<file path="config.mk">
export PLATFORM = sky130hd
export DESIGN_NAME = hazard_control_unit
export DESIGN_NICKNAME = d
export VERILOG_FILES = /design/src/rtl/hazard_pkg.sv /design/src/rtl/hazard_control_unit_sat_counter.sv /design/src/rtl/hazard_control_unit.sv
export SDC_FILE = /design/constraint.sdc
export NUM_CORES = 1
export LEC_CHECK = 0
export CAP_MARGIN = 25
export CORE_ASPECT_RATIO = 0.5
export CORE_MARGIN = 1.5
export CORE_UTILIZATION = 30
export CTS_CLUSTER_SIZE = 20
export DETAILED_ROUTE_END_ITERATION = 6
export GPL_TIMING_DRIVEN = 1
export SLEW_MARGIN = 20
export SYNTH_ARGS = -nofsm -noshare
export SYNTH_HDL_FRONTEND = slang
export SYNTH_HIERARCHICAL = 1
export SYNTH_SLANG_ARGS = --single-unit
</file>
<file path="constraint.sdc">
create_clock -name clk -period 2.5 [get_ports clk]
set_clock_uncertainty 0.2 [all_clocks]
set_input_delay 0.375 -clock clk [delete_from_list [all_inputs] [get_ports clk]]
set_output_delay 0.375 -clock clk [all_outputs]
set_load 0.01 [all_outputs]
</file>
<file path="src/rtl/hazard_pkg.sv">
// Shared definitions for the pipeline hazard control unit.
package hazard_pkg;

  typedef enum logic [1:0] {
    RUN    = 2'b00,
    DRAIN  = 2'b01,
    HALTED = 2'b10
  } hazardStateT;

  localparam int DefaultDrainDepth = 3;
  localparam int DefaultCntW       = 16;

  // Load-use hazard: a load in EX writes a register the ID instruction reads.
  function automatic logic loadUseHazard(
    input logic       exMemRead,
    input logic [4:0] exRegRt,
    input logic [4:0] idRs,
    input logic [4:0] idRt,
    input logic       idUsesRt
  );
    return exMemRead && (exRegRt != 5'd0) &&
           ((exRegRt == idRs) || (idUsesRt && (exRegRt == idRt)));
  endfunction

endpackage

</file>
<file path="src/rtl/hazard_control_unit_sat_counter.sv">
// Saturating up-counter with synchronous clear; sticks at all-ones.
module sat_counter #(
  parameter int W = 16
) (
  input  logic         clk,
  input  logic         clear,
  input  logic         enable,
  output logic [W-1:0] count
);

  // Clear wins over enable; once all-ones the count is frozen until cleared.
  always_ff @(posedge clk) begin
    if (clear) begin
      count <= '0;
    end else if (enable && (count != {W{1'b1}})) begin
      count <= count + W'(1);
    end
  end

endmodule

</file>
<file path="src/rtl/hazard_control_unit.sv">
// Pipeline hazard control: load-use stalls, branch flushes, memory freezes
// and an orderly halt that drains EX/MEM/WB before stopping.
module hazard_control_unit
  import hazard_pkg::*;
#(
  parameter int CNT_W       = DefaultCntW,
  parameter int DRAIN_DEPTH = DefaultDrainDepth
) (
  input  logic             clk,
  input  logic             reset,
  input  logic [4:0]       idRs,
  input  logic [4:0]       idRt,
  input  logic             idUsesRt,
  input  logic             exMemRead,
  input  logic [4:0]       exRegRt,
  input  logic             exBranchTaken,
  input  logic             exJump,
  input  logic             memBusy,
  input  logic             haltReq,
  output logic             pcWrite,
  output logic             ifIdWrite,
  output logic             ifIdFlush,
  output logic             idExBubble,
  output logic             idExHold,
  output logic             pcSrcSel,
  output logic             halted,
  output logic [CNT_W-1:0] stallCount,
  output logic [CNT_W-1:0] flushCount
);

  // Extra headroom bit keeps the width legal even for a zero drain depth.
  localparam int DrainW = $clog2(DRAIN_DEPTH + 2);

  hazardStateT       state, nextState;
  logic [DrainW-1:0] drainCnt, drainNext;
  logic              loadUse;
  logic              stallInc, flushInc;

  // State and drain counter register; reset always returns to RUN.
  always_ff @(posedge clk) begin
    if (reset) begin
      state    <= RUN;
      drainCnt <= '0;
    end else begin
      state    <= nextState;
      drainCnt <= drainNext;
    end
  end

  // Prioritised control decode plus next-state and counter enables.
  always_comb begin
    pcWrite    = 1'b1;
    ifIdWrite  = 1'b1;
    ifIdFlush  = 1'b0;
    idExBubble = 1'b0;
    idExHold   = 1'b0;
    pcSrcSel   = 1'b0;
    halted     = 1'b0;
    nextState  = state;
    drainNext  = drainCnt;
    stallInc   = 1'b0;
    flushInc   = 1'b0;
    loadUse    = loadUseHazard(exMemRead, exRegRt, idRs, idRt, idUsesRt);

    if (reset) begin
      pcWrite    = 1'b0;
      ifIdWrite  = 1'b0;
      ifIdFlush  = 1'b1;
      idExBubble = 1'b1;
    end else begin
      unique case (state)
        RUN: begin
          if (memBusy) begin
            pcWrite   = 1'b0;
            ifIdWrite = 1'b0;
            idExHold  = 1'b1;
            stallInc  = 1'b1;
          end else if (exBranchTaken || exJump) begin
            pcSrcSel   = 1'b1;
            ifIdFlush  = 1'b1;
            idExBubble = 1'b1;
            flushInc   = 1'b1;
          end else if (loadUse) begin
            pcWrite    = 1'b0;
            ifIdWrite  = 1'b0;
            idExBubble = 1'b1;
            stallInc   = 1'b1;
          end else if (haltReq) begin
            pcWrite    = 1'b0;
            ifIdWrite  = 1'b0;
            idExBubble = 1'b1;
            drainNext  = DrainW'(DRAIN_DEPTH);
            nextState  = DRAIN;
          end
        end
        DRAIN: begin
          pcWrite   = 1'b0;
          ifIdWrite = 1'b0;
          if (memBusy) begin
            idExHold = 1'b1;
          end else begin
            idExBubble = 1'b1;
            if (drainCnt <= DrainW'(1)) begin
              drainNext = '0;
              nextState = HALTED;
            end else begin
              drainNext = drainCnt - DrainW'(1);
            end
          end
        end
        HALTED: begin
          pcWrite    = 1'b0;
          ifIdWrite  = 1'b0;
          idExBubble = 1'b1;
          halted     = 1'b1;
        end
        default: begin
          nextState = RUN;
        end
      endcase
    end
  end

  sat_counter #(.W(CNT_W)) stallCounter (
    .clk    (clk),
    .clear  (reset),
    .enable (stallInc),
    .count  (stallCount)
  );

  sat_counter #(.W(CNT_W)) flushCounter (
    .clk    (clk),
    .clear  (reset),
    .enable (flushInc),
    .count  (flushCount)
  );

endmodule
</file>
==> results.sh, run 1 <==
export IMPL_status="completed"
export IMPL_intPower_mw=1.42
export IMPL_p_total_mw=1.98
export IMPL_cts_htree_levels=2
export IMPL_switching_share_pct=28.4
export IMPL_final_util_pct=50.1
export IMPL_arrival_ns=1.88
export IMPL_vias=2579
export IMPL_drv_cap=0
export IMPL_area_growth_pct=58.6
export IMPL_p_leak_nw=1.38
export IMPL_synth_area_sq_um=2360
export IMPL_dr_pass1_iters=4
export IMPL_yosys_warnings=6
export IMPL_cp_top_family="buffers and inverters"
export IMPL_cts_buffer_depth=2
export IMPL_clock_latency_ns=0.29
export IMPL_clkTransAtPathRegs_ns=0.05
export IMPL_cp_cell_sequence="clkdlybuf4s50_1 > buf_4 > buf_4 > nor2b_1 > clkdlybuf4s50_1"
export IMPL_fp_dieArea_sq_um=8450
export IMPL_multi_input_area_sq_um=1690
export IMPL_synth_top_area_share_pct=31.4
export IMPL_initial_core_util_pct=31.6
export IMPL_regArea_sq_um=741
export IMPL_place_area_sq_um=3350
export IMPL_drcViolationCount=0
export IMPL_rsz0062_at_grt="yes"
export IMPL_root_buffer="clkbuf_16"
export IMPL_crit_buf_inv=4
export IMPL_grt_usage_pct=17.8
export IMPL_postRouteWirelength_microns=7000
export IMPL_slew_violations=0
export IMPL_slew_headroom_pct=68.4
export IMPL_drt_iter0_drc=92
export IMPL_num_fill_cells=693
export IMPL_grt_max_degree=19
export IMPL_yosysMostFrequentCell="dfxtp_1"
export IMPL_ys_ff_latch=37
export IMPL_synth_largest_area_cell="dfxtp_1"
export IMPL_port_buffers=61
export IMPL_power_density_nw_per_um2=529
export IMPL_die_w_microns=128
export IMPL_synthTopCellsByCount="dfxtp_1 (37), a21oi_1 (23), nand2_1 (23)"
export IMPL_cts_made_buffers=5
export IMPL_grt_antenna_before_repair=0
export IMPL_switching_power_mw=0.564
export IMPL_core_sq_um=7490
export IMPL_end_kind="output pin"
export IMPL_drt_antenna_violating_nets=0
export IMPL_grt_overflow=0
export IMPL_clockPowerShare_pct=37.6
export IMPL_synthFlopType="dfxtp_1"
export IMPL_synth_area_leaders="dfxtp_1 (31%), xnor2_1 (5.2%), or4_1 (5.1%)"
export IMPL_fmax_ghz=0.407
export IMPL_die_y_microns=65.7
export IMPL_crit_type="in2out"
export IMPL_finalInstanceArea_sq_um=3750
export IMPL_fin_crit_ns=2.45
export IMPL_drive_gt1_share_pct=27.4
export IMPL_fin_nets=421
export IMPL_via_per_inst=5.17
export IMPL_rows=22
export IMPL_cp_start_kind="input pin"
export IMPL_hold_class="reg2reg"
export IMPL_synth_area_per_cell_sq_um=8.35
export IMPL_required_ns=1.92
export IMPL_synth_edf_count=0
export IMPL_grt_pass1_wl_microns=11900
export IMPL_tightest_slew_ns=0.467
export IMPL_avgRoutedWirePerCell_microns=14.0
export IMPL_diodes=0
export IMPL_cp_slowest_cell="clkdlybuf4s50_1"
export IMPL_cts_sinks=37
export IMPL_ios=62
export IMPL_hpwl_microns=4960
export IMPL_setup_viol_count_final=0
export IMPL_yosysSeqAreaShare_pct=31.4
export IMPL_fin_crit_sh_pct=98.2
export IMPL_comb_power_share_pct=30.2
export IMPL_crit_fanout=4
export IMPL_async_flop_share_pct=0
export IMPL_post_synth_num_cell_types=46
export IMPL_pwr_share_seq_pct=32.2
export IMPL_finalHoldViolations=0
export IMPL_grt_pass1_vias=2634
export IMPL_syn_inst=283
export IMPL_place_congestion=0.827
export IMPL_worst_path_largest_cell_delay_ns=0.55
export IMPL_synth_fp_nets=314
export IMPL_cts_tree="done"
export IMPL_ir_drop_v=0.000236
[cell type report]
| cell class | instances | share of cell area, % |
|---|---|---|
| clock buffer | 7 | 3.81 |
| clock inverter | 1 | 0.801 |
| inverter | 12 | 1.20 |
| multi-input combinational | 223 | 45.2 |
| sequential | 37 | 19.8 |
| tap | 108 | 3.61 |
| timing repair buffer | 111 | 25.6 |
[state kept, by name (all words and copies together), names as in the netlist]
| name | cells |
|---|---|
| stallCounter/count | 16 |
| state | 2 |
| flushCounter/count | 16 |
| drainCnt | 3 |
[cell usage in the layout, fill, tap and decap left out, types with 12 or more instances in the layout]
cell and instances:
buf_4 45, nand3_1 12, dfxtp_1 37, nand2_1 20, nor2_1 15, or4_1 15
a21oi_1 22, o21ai_0 13, clkdlybuf4s50_1 41, o31ai_1 13, inv_1 12
[metrics by stage]
step | hold WS, ns | cells | setup WS [ns] | setup TNS [ns]
floorplan | 0.251 | 283 | 0.0183 | 0
CTS | 0.299 | 500 | 0.000460 | 0
global placement | 0.264 | 477 | -0.641 | -9.35
detailed placement | 0.289 | 477 | -0.709 | -11.23
finish | 0.297 | 499 | 0.0455 | 0
global route | 0.336 | 499 | -0.0324 | -0.0324
[power by group through the flow]
stage | sequential (mW) | combinational, mW | clock, mW
3_5_place_dp | 0.651 | 0.535 | 0
5_1_grt | 0.642 | 0.653 | 0.783
6_report | 0.638 | 0.599 | 0.746
4_1_cts | 0.638 | 0.576 | 0.755
2_1_floorplan | 0.650 | 0.282 | 0
3_3_place_gp | 0.648 | 0.518 | 0
[timing repair]
action                                  in CTS  in global routing
pin swaps                                   23                 21
endpoints found under the setup margin      23                 28
hold buffers                                 0                  0
hold endpoints to repair                     0                  0
setup buffers                               15                  1
resized for setup                           54                 35
[path summary, 6_finish.rpt]
| check | slack, ns | start | cells after the start | endpoint |
|---|---|---|---|---|
| worst max-delay path | 0.05 | reset | 5 | halted |
| worst max register to register | 0.16 | state[0] | 10 | flushCounter/count[13] |
| worst min register to register | 0.30 | drainCnt[1] | 2 | drainCnt[1] |
| worst min-delay path | 0.30 | drainCnt[1] | 2 | drainCnt[1] |
[cells by family after synthesis]
family	Yosys count	synth area share (%)
buf+inv	23	3.92
xor+xnor	14	5.19
compound gates	69	19.6
simple gates	125	32.6
flops	37	31.4
fa+ha+maj	8	4.24
mux	7	3.07
[routing by layer]
metal | part of all wire [%] | global-route usage [%] | up-vias
li1 | - | - | 1291
met1 | 45 | 19.9 | 1235
met2 | 50 | 32.4 | 44
met3 | 2.9 | 4.15 | 9
met4 | 2.2 | 8.29 | 0
met5 | 0 | 0 | -
[tightest hold or removal path: cells and delay by family (launching register included)]
family | cells | cell delay (ns)
multiplexers | 1 | 0.06
flip-flops | 1 | 0.32
AND/OR/NAND/NOR | 1 | 0.06
No activity file was read; power rests on OpenSTA's default activity.
==> run 2: changes to the inputs <==
--- a/config.mk
+++ b/config.mk
@@ -7,7 +7,7 @@
 export LEC_CHECK = 0
 export CAP_MARGIN = 25
 export CORE_ASPECT_RATIO = 0.5
-export CORE_MARGIN = 1.5
+export CORE_MARGIN = 3
 export CORE_UTILIZATION = 30
 export CTS_CLUSTER_SIZE = 20
 export DETAILED_ROUTE_END_ITERATION = 6
==> run 2 against run 1 <==
  * Wire length fell by 4.4%
  * Power shrank 3.9%
  * Flip-flop and latch count did not move
  * Sequential share of layout area grew 0.68 points
  * Global-route usage decreased by 2.9 points
  * Register-to-register slack improved by 0.07 ns
  * Die area increased by 7.0%
  * Setup slack lost 0.0061 ns
  * Sequential power barely moved
  * Critical path depth rose by 6
  * Non-clock buffer count decreased by 8
  * Largest cell class unchanged
  * Largest power group unchanged
==> results.sh, run 2 (synthesis results as in run 1) <==
export IMPL_ir_drop_v=0.000259
export IMPL_die_w_microns=131
export IMPL_finalInstanceArea_sq_um=3620
export IMPL_fp_dieArea_sq_um=9040
export IMPL_fin_nets=413
export IMPL_globalRoute_busiestLayer="met2"
export IMPL_cts_made_buffers=5
export IMPL_end_kind="flop"
export IMPL_ctsHoldBuffers=0
export IMPL_power_density_nw_per_um2=526
export IMPL_tightest_slew_ns=0.493
export IMPL_root_buffer="clkbuf_16"
export IMPL_crit_type="in2reg"
export IMPL_grt_pass1_vias=2477
export IMPL_cts_htree_levels=2
export IMPL_p_total_mw=1.91
export IMPL_rows=22
export IMPL_dr_pass1_iters=4
export IMPL_setup_slack_ns=0.0394
export IMPL_use_met1_pct=17.7
export IMPL_slew_headroom_pct=66.7
export IMPL_dp_cells=476
export IMPL_port_buffers=61
export IMPL_avgRoutedWirePerCell_microns=13.6
export IMPL_cp_start_kind="input pin"
export IMPL_finalHoldViolations=0
export IMPL_dpl_worst_slack_ns=-0.665
export IMPL_grt_util_met3_pct=3.91
export IMPL_grt_antenna_before_repair=0
export IMPL_status="completed"
export IMPL_die_y_microns=68.7
export IMPL_clkTransAtPathRegs_ns=0.05
export IMPL_drive_gt1_share_pct=22.2
export IMPL_vias=2572
export IMPL_core_sq_um=7490
export IMPL_final_util_pct=48.4
export IMPL_switching_power_mw=0.524
export IMPL_regArea_sq_um=741
export IMPL_grt_pass1_wl_microns=11200
export IMPL_layout_common_cells="clkdlybuf4s50_1 (41), buf_4 (40), dfxtp_1 (37)"
export IMPL_intPower_mw=1.38
export IMPL_fin_crit_sh_pct=98.4
export IMPL_hpwl_microns=4880
export IMPL_fin_tns_setup_ns=0
export IMPL_initial_core_util_pct=31.6
export IMPL_drt_antenna_violating_nets=0
export IMPL_hold_class="reg2reg"
export IMPL_diodes=0
export IMPL_crit_fanout=8
export IMPL_multi_input_area_sq_um=1620
export IMPL_cts_buffer_depth=2
export IMPL_area_growth_pct=53.4
export IMPL_drcViolationCount=0
export IMPL_arrival_ns=2.48
export IMPL_cts_tree="done"
export IMPL_fin_crit_ns=2.46
export IMPL_fmax_ghz=0.406
export IMPL_comb_power_share_pct=27.6
export IMPL_hold_ws_ns=0.286
export IMPL_via_per_inst=5.24
export IMPL_switching_share_pct=27.5
export IMPL_postRouteWirelength_microns=6690
export IMPL_setup_viol_count_final=0
export IMPL_grt_usage_pct=14.8
export IMPL_num_fill_cells=713
export IMPL_clock_latency_ns=0.29
export IMPL_top_regs="flushCounter/count: 16 flops, stallCounter/count: 16 flops, drainCnt: 3 flops"
export IMPL_layoutNonFillerInstCount=491
export IMPL_required_ns=2.52
export IMPL_grt_overflow=0
export IMPL_ios=62
export IMPL_place_area_sq_um=3340
export IMPL_clockPowerShare_pct=39.0
export IMPL_grt_use_met2_pct=27.5
export IMPL_slew_violations=0
export IMPL_cts_sinks=37
export IMPL_p_leak_nw=1.38
export IMPL_final_common_cell="clkdlybuf4s50_1"
export IMPL_pwr_share_seq_pct=33.5
export IMPL_drv_cap=0
export IMPL_drt_iter0_drc=129
export IMPL_place_congestion=0.833
export IMPL_grt_max_degree=19
-- run 2: cell types whose count changed in the layout (fill, tap and decap cells not counted), moves of 2 or more --
cell | before | now
buf_2 | 2 | 4
dlymetal6s2s_1 | 1 | 9
buf_4 | 45 | 40
nand2_1 | 20 | 22
dlygate4sd2_1 | 4 | 1
buf_6 | 8 | 2
clkbuf_2 | 7 | 4
xnor2_1 | 5 | 10
xnor2_2 | 9 | 4
nand2_2 | 5 | 2
-- run 2: layout make-up --
type	count	share of cell area [%]
multi-input cells	223	44.6
repair buffers	103	25.2
flip-flops and latches	37	20.4
clock buffers	7	3.94
well taps	108	3.73
inverters	12	1.24
clock inverters	1	0.829
-- run 2: what timing repair did --
action / 4_1_cts / 5_1_grt
setup endpoints to repair: 20 / 28
pin swaps: 15 / 18
setup buffers: 5 / 2
resized for setup: 30 / 28
-- run 2: metal layers --
metal,share of wire (%),wire [microns]
met1,47,3140
met2,49,3280
met3,3.1,205
met4,1.1,74
met5,0,0
-- run 2: worst paths after layout --
kind	startpoint	to	slack [ns]	cells past startpoint
max	exRegRt[3]	stallCounter/count[13]	0.04	11
min	drainCnt[1]	drainCnt[1]	0.29	2
max reg2reg	state[0]	flushCounter/count[6]	0.23	10
min reg2reg	drainCnt[1]	drainCnt[1]	0.29	2
-- run 2: power groups by stage --
| stage | clock network [mW] | logic (mW) | registers, mW |
|---|---|---|---|
| final | 0.743 | 0.526 | 0.638 |
| after global routing | 0.783 | 0.583 | 0.642 |
| after CTS | 0.762 | 0.514 | 0.638 |
| after detailed placement | 0 | 0.519 | 0.651 |
| after global placement | 0 | 0.514 | 0.649 |
| after floorplan | 0 | 0.282 | 0.650 |
-- run 2: critical path: stages --
cell,delay (ns)
clkbuf_2,0.10
buf_4,0.15
xnor2_1,0.16
nand4_1,0.19
o22ai_2,0.19
a31oi_1,0.13
nor3b_2,0.26
nand2_1,0.13
buf_6,0.15
or4_4,0.51
a21oi_2,0.13
==> run 3: changes to the inputs <==
--- a/config.mk
+++ b/config.mk
@@ -11,6 +11,7 @@
 export CORE_UTILIZATION = 30
 export CTS_CLUSTER_SIZE = 20
 export DETAILED_ROUTE_END_ITERATION = 6
+export DONT_BUFFER_PORTS = 1
 export GPL_TIMING_DRIVEN = 1
 export SLEW_MARGIN = 20
 export SYNTH_ARGS = -nofsm -noshare
==> run 3 against run 2 <==
  * Combinational power is 29% lower
  * Clock-buffer cell count stayed put
  * Final cell count is 18% lower
  * Clock power is 11% lower
  * Sequential power is 1% higher
  * Sequential share of layout area is 6.6 points higher
  * Final area is 24% lower
  * Fmax is 3.3% higher
==> results.sh, run 3 (synthesis results as in run 1) <==
export IMPL_met3_length_microns=344
export IMPL_avgRoutedWirePerCell_microns=15.0
export IMPL_cts_tree="done"
export IMPL_rsz0062_at_grt="yes"
export IMPL_port_buffers=0
export IMPL_grt_antenna_before_repair=0
export IMPL_p_leak_nw=0.894
export IMPL_cp_cell_sequence="inv_1 > ha_1 > buf_4 > o21ai_0 > a21oi_2 > a2111oi_4 > o31ai_2"
export IMPL_rows=22
export IMPL_vias=2231
export IMPL_die_w_microns=131
export IMPL_grt_overflow=0
export IMPL_final_util_pct=36.6
export IMPL_layout_common_cells="dfxtp_1 (37), nand2_1 (23), a21oi_1 (22)"
export IMPL_setup_viol_count_final=0
export IMPL_crit_type="reg2out"
export IMPL_dr_pass1_iters=4
export IMPL_ir_drop_v=0.000274
export IMPL_fmax_ghz=0.420
export IMPL_via_per_inst=5.56
export IMPL_slew_headroom_pct=57.5
export IMPL_finalInstanceArea_sq_um=2740
export IMPL_cts_htree_levels=2
export IMPL_fin_crit_ns=2.38
export IMPL_root_buffer="clkbuf_16"
export IMPL_cp_top_family="compound AO/OA/AOI/OAI gates"
export IMPL_clkTransAtPathRegs_ns=0.06
export IMPL_slew_violations=0
export IMPL_top_regs="flushCounter/count: 16 flops, stallCounter/count: 16 flops, drainCnt: 3 flops"
export IMPL_postRouteWirelength_microns=6010
export IMPL_end_kind="output pin"
export IMPL_met2WireLength_microns=2870
export IMPL_fin_nets=323
export IMPL_hpwl_microns=4460
export IMPL_cp_start_kind="flop"
export IMPL_highest_layer="met4"
export IMPL_cts_made_buffers=5
export IMPL_drcViolationCount=0
export IMPL_initial_core_util_pct=31.6
export IMPL_crit_buf_inv=2
export IMPL_grt_max_degree=31
export IMPL_finalHoldViolations=0
export IMPL_hold_class="in2reg"
export IMPL_num_fill_cells=791
export IMPL_grt_pass1_wl_microns=9750
export IMPL_fin_crit_sh_pct=95.3
export IMPL_diodes=0
export IMPL_cts_sinks=37
export IMPL_clock_latency_ns=0.28
export IMPL_drt_antenna_violating_nets=0
export IMPL_crit_fanout=8
export IMPL_arrival_ns=1.81
export IMPL_ios=62
export IMPL_place_area_sq_um=2560
export IMPL_worst_path_largest_cell_delay_ns=0.34
export IMPL_place_congestion=0.851
export IMPL_grt_pass1_vias=2076
export IMPL_drt_iter0_drc=87
export IMPL_tightest_slew_ns=0.630
export IMPL_die_y_microns=68.7
export IMPL_area_growth_pct=16.1
export IMPL_drv_cap=0
export IMPL_power_density_nw_per_um2=611
export IMPL_met1_length_microns=2720
export IMPL_cts_buffer_depth=2
export IMPL_core_sq_um=7490
export IMPL_cp_slowest_cell="dfxtp_1"
export IMPL_fp_dieArea_sq_um=9040
export IMPL_required_ns=1.92
export IMPL_grt_usage_pct=13.1
export IMPL_drive_gt1_share_pct=13.0
export IMPL_post_cts_buffers=0
export IMPL_final_common_cell="dfxtp_1"
export IMPL_status="completed"
run 3: worst register-to-register path: cells and delay by family, from the launching register on:
family	cells	cell delay, ns
AOI/OAI and AO/OA	2	0.29
and+or+nand+nor	4	0.94
buffers and inverters	2	0.30
DFF	1	0.34
adders and majority gates	1	0.17
run 3: repair_timing:
item | in CTS | in global routing
resized for setup | 1 | 1
endpoints found under the setup margin | 1 | 2
hold endpoints to repair | 30 | 0
hold buffers | 1 | 0
run 3: metrics by stage:
step           total power, mW  setup TNS (ns)  hold WS, ns  cells  setup slack [ns]
2_1_floorplan            0.933               0        0.251    283            0.0183
3_3_place_gp             0.989               0        0.250    392            0.0669
3_5_place_dp              1.01               0        0.252    392           0.00392
4_1_cts                   1.70               0       0.0657    401            0.0699
5_1_grt                   1.78         -0.0211       0.0723    401           -0.0177
6_report                  1.68               0       0.0725    401             0.119
run 3: final cells by class:
type	count	area [sq um]	area share, %
Clock buffer	7	153	5.57
Clock inverter	1	5.00	0.182
Inverter	12	45.0	1.64
Multi-Input combinational cell	223	1550	56.7
Sequential cell	37	741	27.0
Tap cell	108	135	4.93
Timing Repair Buffer	13	110	4.01
run 3: path summary, 6_finish.rpt:
path	end	from	slack [ns]	cells past startpoint
worst max-delay path	idExBubble	state[0]	0.12	7
worst min-delay path	drainCnt[2]	reset	0.07	2
worst max register to register	flushCounter/count[6]	state[0]	0.18	9
worst min register to register	drainCnt[1]	drainCnt[1]	0.28	2
run 3: routing by layer:
metal | global-route usage, % | up-vias
li1 | - | 1100
met1 | 15.0 | 1063
met2 | 23.1 | 61
met3 | 5.00 | 7
met4 | 4.45 | 0
met5 | 0 | -
run 3: power by group:
part | leakage (nW) | switching [mW] | internal (mW)
sequential | 0.299 | 0.0319 | 0.614
clock | 0.0799 | 0.237 | 0.422
combinational | 0.515 | 0.215 | 0.157
total | 0.894 | 0.484 | 1.19
